[src/rtl/pifo_arb_pkg.sv]
// Shared types and helpers for the round-robin burst arbiter.
// Holds the arbiter state encoding and the index wrap-increment used for the rotating pointer.
package pifo_arb_pkg;

    typedef enum logic {
        ARB_IDLE = 1'b0,
        ARB_BUSY = 1'b1
    } arb_state_t;

    // Explicit wrap so non-power-of-two limits never need a modulo.
    function automatic int wrap_inc(input int idx, input int limit);
        return (idx == limit - 1) ? 0 : idx + 1;
    endfunction

endpackage

[src/rtl/rr_priority_select.sv]
// Rotating find-first: lowest set request at or above ptr, else lowest set request overall.
// Purely combinational; the caller registers the result.
module rr_priority_select #(
    parameter int NUM_REQ   = 8,
    parameter int REQ_WIDTH = (NUM_REQ > 1) ? $clog2(NUM_REQ) : 1
) (
    input  logic [NUM_REQ-1:0]   i_req,
    input  logic [REQ_WIDTH-1:0] i_ptr,
    output logic                 o_found,
    output logic [NUM_REQ-1:0]   o_winner,
    output logic [REQ_WIDTH-1:0] o_winner_id
);

    logic                 w_masked_found;
    logic [REQ_WIDTH-1:0] w_masked_id;
    logic [REQ_WIDTH-1:0] w_unmasked_id;

    // NOTE: every output of a combinational block gets a default first, so no path infers a latch.
    always_comb begin
        w_masked_found = 1'b0;
        w_masked_id    = '0;
        w_unmasked_id  = '0;
        // Descending scan: the last hit written is the lowest matching index.
        for (int i = NUM_REQ - 1; i >= 0; i--) begin
            if (i_req[i]) begin
                w_unmasked_id = REQ_WIDTH'(i);
            end
            if (i_req[i] && (i >= int'(i_ptr))) begin
                w_masked_found = 1'b1;
                w_masked_id    = REQ_WIDTH'(i);
            end
        end
    end

    assign o_found     = |i_req;
    assign o_winner_id = w_masked_found ? w_masked_id : w_unmasked_id;
    assign o_winner    = o_found ? (NUM_REQ'(1) << o_winner_id) : '0;

endmodule

[src/rtl/rr_burst_arbiter.sv]
// Round-robin arbiter granting one requester a burst of up to BURST_LEN accepted beats.
// Release (burst done or request dropped) re-arbitrates in the same cycle from the next index.
module rr_burst_arbiter
    import pifo_arb_pkg::*;
#(
    parameter int NUM_REQ     = 8,
    parameter int REQ_WIDTH   = (NUM_REQ > 1) ? $clog2(NUM_REQ) : 1,
    parameter int BURST_LEN   = 4,
    parameter int BURST_WIDTH = (BURST_LEN > 1) ? $clog2(BURST_LEN) : 1
) (
    input  logic                   clk,
    input  logic                   reset,
    input  logic [NUM_REQ-1:0]     i__req,
    input  logic                   i__ready,
    output logic [NUM_REQ-1:0]     o__grant,
    output logic [REQ_WIDTH-1:0]   o__grant_id,
    output logic                   o__valid,
    output logic [BURST_WIDTH-1:0] o__beat_count,
    output logic                   o__last
);

    arb_state_t             r_state;
    logic [REQ_WIDTH-1:0]   r_ptr;
    logic [NUM_REQ-1:0]     r_grant;
    logic [REQ_WIDTH-1:0]   r_grant_id;
    logic [BURST_WIDTH-1:0] r_beat_count;

    arb_state_t             w_state_nxt;
    logic [REQ_WIDTH-1:0]   w_ptr_nxt;
    logic [NUM_REQ-1:0]     w_grant_nxt;
    logic [REQ_WIDTH-1:0]   w_grant_id_nxt;
    logic [BURST_WIDTH-1:0] w_beat_nxt;

    logic                   w_busy;
    logic                   w_accept;
    logic                   w_release;
    logic [REQ_WIDTH-1:0]   w_ptr_inc;
    logic [REQ_WIDTH-1:0]   w_sel_ptr;
    logic                   w_found;
    logic [NUM_REQ-1:0]     w_winner;
    logic [REQ_WIDTH-1:0]   w_winner_id;

    assign w_busy    = (r_state == ARB_BUSY);
    assign o__valid  = w_busy && i__req[r_grant_id];
    assign o__last   = o__valid && (r_beat_count == BURST_WIDTH'(BURST_LEN - 1));
    assign w_accept  = o__valid && i__ready;
    assign w_release = w_busy && (!i__req[r_grant_id] || (w_accept && o__last));
    assign w_ptr_inc = REQ_WIDTH'(wrap_inc(int'(r_grant_id), NUM_REQ));
    // On release the search already starts after the winner, so it is lowest priority.
    assign w_sel_ptr = w_release ? w_ptr_inc : r_ptr;

    rr_priority_select #(
        .NUM_REQ   (NUM_REQ),
        .REQ_WIDTH (REQ_WIDTH)
    ) u_select (
        .i_req       (i__req),
        .i_ptr       (w_sel_ptr),
        .o_found     (w_found),
        .o_winner    (w_winner),
        .o_winner_id (w_winner_id)
    );

    always_comb begin
        w_state_nxt    = r_state;
        w_ptr_nxt      = r_ptr;
        w_grant_nxt    = r_grant;
        w_grant_id_nxt = r_grant_id;
        w_beat_nxt     = r_beat_count;
        case (r_state)
            ARB_IDLE: begin
                if (w_found) begin
                    w_state_nxt    = ARB_BUSY;
                    w_grant_nxt    = w_winner;
                    w_grant_id_nxt = w_winner_id;
                end
            end
            ARB_BUSY: begin
                if (w_release) begin
                    w_ptr_nxt  = w_ptr_inc;
                    w_beat_nxt = '0;
                    if (w_found) begin
                        w_grant_nxt    = w_winner;
                        w_grant_id_nxt = w_winner_id;
                    end else begin
                        w_state_nxt    = ARB_IDLE;
                        w_grant_nxt    = '0;
                        w_grant_id_nxt = '0;
                    end
                end else if (w_accept) begin
                    w_beat_nxt = r_beat_count + BURST_WIDTH'(1);
                end
            end
            default: begin
                w_state_nxt = ARB_IDLE;
                w_grant_nxt = '0;
            end
        endcase
    end

    // NOTE: state registers use non-blocking assignments so every flop samples pre-edge values.
    always_ff @(posedge clk) begin
        if (!reset) begin
            r_state      <= ARB_IDLE;
            r_ptr        <= '0;
            r_grant      <= '0;
            r_grant_id   <= '0;
            r_beat_count <= '0;
        end else begin
            r_state      <= w_state_nxt;
            r_ptr        <= w_ptr_nxt;
            r_grant      <= w_grant_nxt;
            r_grant_id   <= w_grant_id_nxt;
            r_beat_count <= w_beat_nxt;
        end
    end

    assign o__grant      = r_grant;
    assign o__grant_id   = r_grant_id;
    assign o__beat_count = r_beat_count;

endmodule
[config.mk]
export PLATFORM = sky130hd
export DESIGN_NAME = rr_burst_arbiter
export DESIGN_NICKNAME = d
export VERILOG_FILES = /design/src/rtl/pifo_arb_pkg.sv /design/src/rtl/rr_priority_select.sv /design/src/rtl/rr_burst_arbiter.sv
export SDC_FILE = /design/constraint.sdc
export NUM_CORES = 1
export LEC_CHECK = 0
export CAP_MARGIN = 10
export CORE_AREA = 2 2 64 60
export DETAILED_ROUTE_END_ITERATION = 8
export DIE_AREA = 0 0 66 62
export GPL_TIMING_DRIVEN = 0
export HOLD_SLACK_MARGIN = 0.05
export PLACE_DENSITY = 0.66
export SYNTH_ARGS = -nofsm -noshare
export SYNTH_HDL_FRONTEND = slang
export SYNTH_SLANG_ARGS = --single-unit
[constraint.sdc]
create_clock -name clk -period 2.77 [get_ports clk]
set_clock_uncertainty 0.05 [all_clocks]
set_input_delay 0.4155 -clock clk [delete_from_list [all_inputs] [get_ports clk]]
set_output_delay 0.4155 -clock clk [all_outputs]
set_load 0.01 [all_outputs]
## Word-level counts from Yosys, hierarchy flattened

Cells that the tools add are included.

- Output and inout port bits: 15
- Input port bits: 11
- Register bits after elaboration: 17

- Equal/unequal tests: 4
- Muxes and demuxes: 41
- Bitwise gates (word level): 1
- Reductions and logical operators: 18
- Shift operators: 1
- Add/subtract/negate cells: 2
- Magnitude comparators: 8

Operators by type and width:

| kind | count |
|---|---|
| 3-bit two-way mux | 21 |
| 8-bit two-way mux | 3 |
| 8-bit case mux with 2 select lines | 1 |
| 1-bit logical AND | 12 |
| 1-bit two-way mux | 11 |
| 3-bit greater-or-equal comparator, first input constant | 3 |
| 8-bit OR reduction | 1 |
| 1-bit by 3-bit << shifter with 8-bit output, first input constant | 1 |
| 1-bit by 3-bit greater-or-equal comparator with 1-bit output, first input constant | 2 |
| 2-bit by 3-bit greater-or-equal comparator with 1-bit output, first input constant | 2 |
| 3-bit case mux with 2 select lines | 1 |
| 3-bit by 4-bit < comparator with 1-bit output, second input constant | 1 |
| 2-bit two-way mux | 2 |
| 2-bit by 1-bit != test with 1-bit output, second input constant | 2 |
| 2-bit AND reduction | 2 |
| 3-bit by 1-bit adder with 3-bit output, second input constant | 1 |
| 1-bit binary-select mux with 3-bit select | 1 |
| 3-bit by 1-bit == test with 1-bit output, second input constant | 1 |
| 2-bit by 1-bit adder with 2-bit output, second input constant | 1 |
| 2-bit == test, second input constant | 1 |
| 1-bit case mux with 2 select lines | 1 |
| 2-bit nonzero test | 1 |
| 1-bit logical NOT | 1 |
| 1-bit logical OR | 1 |
| 1-bit NOT | 1 |

## Depth between registers and ports, before layout

- Depth in word-level cells: 22
- Mapped depth: 10
- Mapped depth without buffers: 10

## By module

A second synthesis with hierarchy kept.

- Cell total of the unflattened synthesis: 163
- Area, all modules: 1,270.0 µm²

Modules (own cells, without submodules):

| module | area each (µm²) | seq. area each (µm²) | cells each | instances |
|---|---|---|---|---|
| rr_burst_arbiter | 919.6 | 340.3 | 107 | 1 |
| rr_priority_select | 350.3 | 0.0 | 56 | 1 |

## Worst setup path after synthesis

Ideal clock, no wire load.

- Path type: flip-flop to flip-flop
- Start: reg r_grant_id[1], in the netlist o__grant_id[1]
- End: reg r_grant[0], in the netlist o__grant[0]
- Required time: 2.603 ns
- Stages on the path, launching flop included: 11
- Buffers on the path: 0
- Library setup time: 0.117 ns
- Setup slack: 0.258 ns
- Arrival time: 2.344 ns
- Cell sequence: dfxtp_1 ha_1 ha_1 or3b_1 and3_1 o21ai_1 and4_1 o2bb2ai_1 o32ai_2 nor2_1 a32o_1

- Word-level cells in the longest chain between the ends: 22
- Elaborated cells between the ends (all ways): 49
- Classes of those cells: add/sub: 1; order compare: 7; eq/ne: 2; shift: 1; mux: 23; reduce/logical: 15

RTL lines:

| what | line | source |
|---|---|---|
| from (decl) | rr_burst_arbiter.sv:25 | `logic [REQ_WIDTH-1:0] r_grant_id;` |
| from (signal assigned) | rr_burst_arbiter.sv:112 | `r_grant_id <= w_grant_id_nxt;` |
| 1-bit binary-select mux with 3-bit select | rr_burst_arbiter.sv:44, rr_burst_arbiter.sv:47 |  |
| 1-bit two-way mux (implied by the code) | rr_burst_arbiter.sv:44, rr_burst_arbiter.sv:47 |  |
| 1-bit logical AND | rr_burst_arbiter.sv:44 | `assign o__valid = w_busy && i__req[r_grant_id];` |
| 1-bit logical AND, on equally long branches | rr_burst_arbiter.sv:46, rr_burst_arbiter.sv:45 |  |
| 1-bit logical AND | rr_burst_arbiter.sv:47 | `assign w_release = w_busy && (!i__req[r_grant_id] \|\| (w_accept && o__last));` |
| 1-bit logical OR | rr_burst_arbiter.sv:47 |  |
| 1-bit logical AND | rr_burst_arbiter.sv:47 |  |
| 3-bit two-way mux | n/a |  |
| 3-bit greater-or-equal comparator | rr_priority_select.sv:28 | `if (i_req[i] && (i >= int'(i_ptr))) begin` |
| 1-bit logical AND | rr_priority_select.sv:28 |  |
| 3-bit two-way mux or 1-bit two-way mux (tied branches) (7 in series) | rr_priority_select.sv:28 |  |
| 3-bit two-way mux | rr_priority_select.sv:36 | `assign o_winner_id = w_masked_found ? w_masked_id : w_unmasked_id;` |
| 1-bit by 3-bit << shifter with 8-bit output | rr_priority_select.sv:37 | `assign o_winner = o_found ? (NUM_REQ'(1) << o_winner_id) : '0;` |
| 8-bit two-way mux | rr_burst_arbiter.sv:81 | `if (w_found) begin` |
| 8-bit two-way mux | rr_burst_arbiter.sv:78 | `if (w_release) begin` |
| 8-bit case mux with 2 select lines | rr_burst_arbiter.sv:69 | `case (r_state)` |
| to (signal assigned) | rr_burst_arbiter.sv:111 | `r_grant <= w_grant_nxt;` |
| to (decl) | rr_burst_arbiter.sv:24 | `logic [NUM_REQ-1:0] r_grant;` |

Parallel ways exist; a longest one is shown, timed or not. The select of a mux whose other input is x is not followed.
A chain may end at the register's enable or synchronous reset.

## Worst setup path after layout

- Start: in i__req[2]
- End: out o__last

- Word-level cells in the longest chain between the ends: 4

RTL lines:

| what | line | source |
|---|---|---|
| from (decl) | rr_burst_arbiter.sv:13 | `input logic [NUM_REQ-1:0] i__req,` |
| 1-bit binary-select mux with 3-bit select | rr_burst_arbiter.sv:44 |  |
| 1-bit two-way mux (implied by the code) | rr_burst_arbiter.sv:44 |  |
| 1-bit logical AND | rr_burst_arbiter.sv:44 |  |
| 1-bit logical AND | rr_burst_arbiter.sv:45 | `assign o__last = o__valid && (r_beat_count == BURST_WIDTH'(BURST_LEN - 1));` |
| to (decl) | rr_burst_arbiter.sv:19 | `output logic o__last` |

Every way passes these cells. The select of a mux whose other input is x is not followed.

==> flow_summary.ini <==
[placement]
place.port_buffers = 24
dp_hpwl_mm = 3.13
placed_cell_area_mm2 = 0.00174
gp_congestion = 0.896

[pwr]
vdd_ir_drop_max_mv = 0.428
p_leak_nw = 0.740
p_per_area_mw_per_mm2 = 673

[yosys]
ys_warn_count = 0
syn_inst = 172
synth.ff_latch_count = 17
synth_flop_cell = dfxtp_1
synth_area_per_cell_um2 = 8.37
async_flop_share = 0
yosysSeqAreaShare = 0.236
ys_top_cells_by_area = dfxtp_1, nor2b_1, nor2_1, mux2i_2, a32o_1
synth_edf_count = 0
synth_cell_types = 61
synth_fp_nets = 186
synth_top_cell_by_area = dfxtp_1
netlist_area_mm2 = 0.00144
post-synth-top-area-fraction = 0.236

[sta]
slew_violations = 0
finalCritPeriodShare = 0.977
relSlewSlack = 0.629
max_slew.worst_pin.slew_ps = 543
hold_slack_ps = 415
finalHoldViolations = 0
setup_viol = 0
fmax_ghz = 0.369
finalCriticalPeriod_ps = 2710

[cts]
cts.sinks = 17
clk_path_buf_depth = 2
post_cts_hold_buffer_count = 0
clkLatencyLatePin_ps = 250
htreeDepth = 1
cts_buffers = 3
root_buffer = clkbuf_8
path_clk_slew_ps = 60
cts_tree = done

[grt]
antenna_found_initial = 0
grt_pass1_vias = 1365
grt_overflow_total = 0
grt_pass1_wl_mm = 6.69
groute.usage.overall = 0.215
grt_max_degree = 11

[setup_path]
critPathMaxFanout = 7
crit_arrival_ps = 2240
crit_slowest_cell = clkdlybuf4s50_1
critPathKind = in -> out
endpoint_kind = output port
slowest_delay_ps = 530
worstPathCellList = dlygate4sd2_1 > mux2i_4 > a22o_4 > nor3_4 > and2_1 > clkdlybuf4s50_1
crit_family = buffers and inverters
cp-start-kind = input port
cp.required_ps = 2300
cp_num_buf_inv = 2

[min_path]
hp-class = reg -> reg

[finish]
multi_input_area_mm2 = 0.00114
final.fill_count = 344
ff_latch_area_um2 = 343
final_area_mm2 = 0.00192
diodes = 0
finalNetCount = 221
area_delta_synth_final_pct = 33.5
drive_above_1_share = 0.214

[drt]
drtAntennaViolNets = 0
vias = 1502
drtPass1Iterations = 5
drt_iter0_drc = 211
wl_mm = 4.19
drcViolationCount = 0
vias_per_cell = 5.96
wire_per_inst_um = 16.6

[die]
rows = 21
die_area_mm2 = 0.00409
core_area_mm2 = 0.00352
initial_core_util = 0.409
io-pin-count = 26
die_x_um = 66
dieHeight_um = 62

[run_status]
status = finished, final reports clean

[flow_run]
maxCapViolCount = 0
## registers in the layout (all words and copies together), names as in the netlist
register       cells
o__beat_count      2
o__grant           8
o__grant_id        3
r_ptr              3
r_state            1
## final cells by class
| class | instances | area share |
|---|---|---|
| Tap cell | 46 | 0.0299 |
| Sequential cell | 17 | 0.178 |
| Multi-Input combinational cell | 144 | 0.591 |
| Clock buffer | 3 | 0.0215 |
| Inverter | 4 | 0.00781 |
| Timing Repair Buffer | 30 | 0.146 |
| Clock inverter | 1 | 0.00260 |
| Buffer | 7 | 0.0228 |
## kinds of logic (layout without fill, tap and decap cells)
logic type / after synthesis / after routing / share of synthesized area
flip-flops: 17 / 17 / 0.236
multiplexers: 7 / 7 / 0.0591
AO/OA/AOI/OAI: 61 / 61 / 0.361
buffers and inverters: 11 / 45 / 0.0382
adder cells (fa/ha/maj): 3 / 3 / 0.0261
AND/OR/NAND/NOR: 73 / 73 / 0.280
## repair_timing
| item | CTS | global route |
|---|---|---|
| resized for setup | 12 | 14 |
| pin swaps | 3 | 4 |
| endpoints found under the hold margin | 0 | 0 |
| endpoints found under the setup margin | 12 | 11 |
| setup buffers | 1 | 5 |
## cell usage in the layout (no fill, tap or decap), types with 6 or more instances in the layout
| master | n |
|---|---|
| nor2_1 | 14 |
| o21ai_0 | 7 |
| nand2_1 | 10 |
| dfxtp_1 | 15 |
| buf_4 | 7 |
| clkdlybuf4s50_1 | 17 |
| and2_1 | 6 |
| nor2b_1 | 13 |
| dlygate4sd2_1 | 6 |
| a21oi_1 | 8 |
## Yosys cell counts (all sizes together), types with 2 or more instances
cell    instances
dfxtp          17
nor2           15
nor2b          13
nand2          10
a21oi           9
o21ai           9
mux2i           7
a22o            6
and2            6
nand3           6
nor3            6
a32o            5
and3            5
a22oi           4
clkbuf          4
inv             4
buf             3
ha              3
o211ai          3
o31ai           3
a211oi          2
a31oi           2
nand2b          2
o21bai          2
or3             2
## final timing paths
check	start	endpoint	slack (ps)	cells past startpoint
setup / recovery	i__req[2]	o__last	60	6
hold / removal	o__grant[4]	o__grant[4]	420	1
setup reg to reg	o__grant_id[1]	o__grant[0]	90	10
hold reg to reg	o__grant[4]	o__grant[4]	420	1
## where the power goes
part	total [mW]	leakage, nW	switching [mW]	internal (mW)
clock network	0.179	0.0255	0.0798	0.0996
registers	0.330	0.139	0.0396	0.290
logic	0.785	0.575	0.411	0.374
## layer usage
| metal | global-route usage | vias up | part of all wire |
|---|---|---|---|
| met5 | 0 | - | 0 |
| met4 | 0.0350 | 0 | 0 |
| met3 | 0.0505 | 0 | 0.045 |
| met2 | 0.345 | 37 | 0.47 |
| met1 | 0.302 | 735 | 0.48 |
| li1 | - | 730 | - |
## per-stage QoR
stage	setup TNS, ps	setup slack, ps	instances	util	power [mW]
global placement	-4590	-444	242	0.494	1.00
floorplan	0	258	172	-	0.790
global route	-3.33	-3.33	252	0.546	1.39
CTS	-34.0	-34.0	247	0.515	1.21
finish	0	63.2	252	0.546	1.29
detailed placement	-4430	-412	242	0.494	1.00
Power figures use the tool's default switching activity.
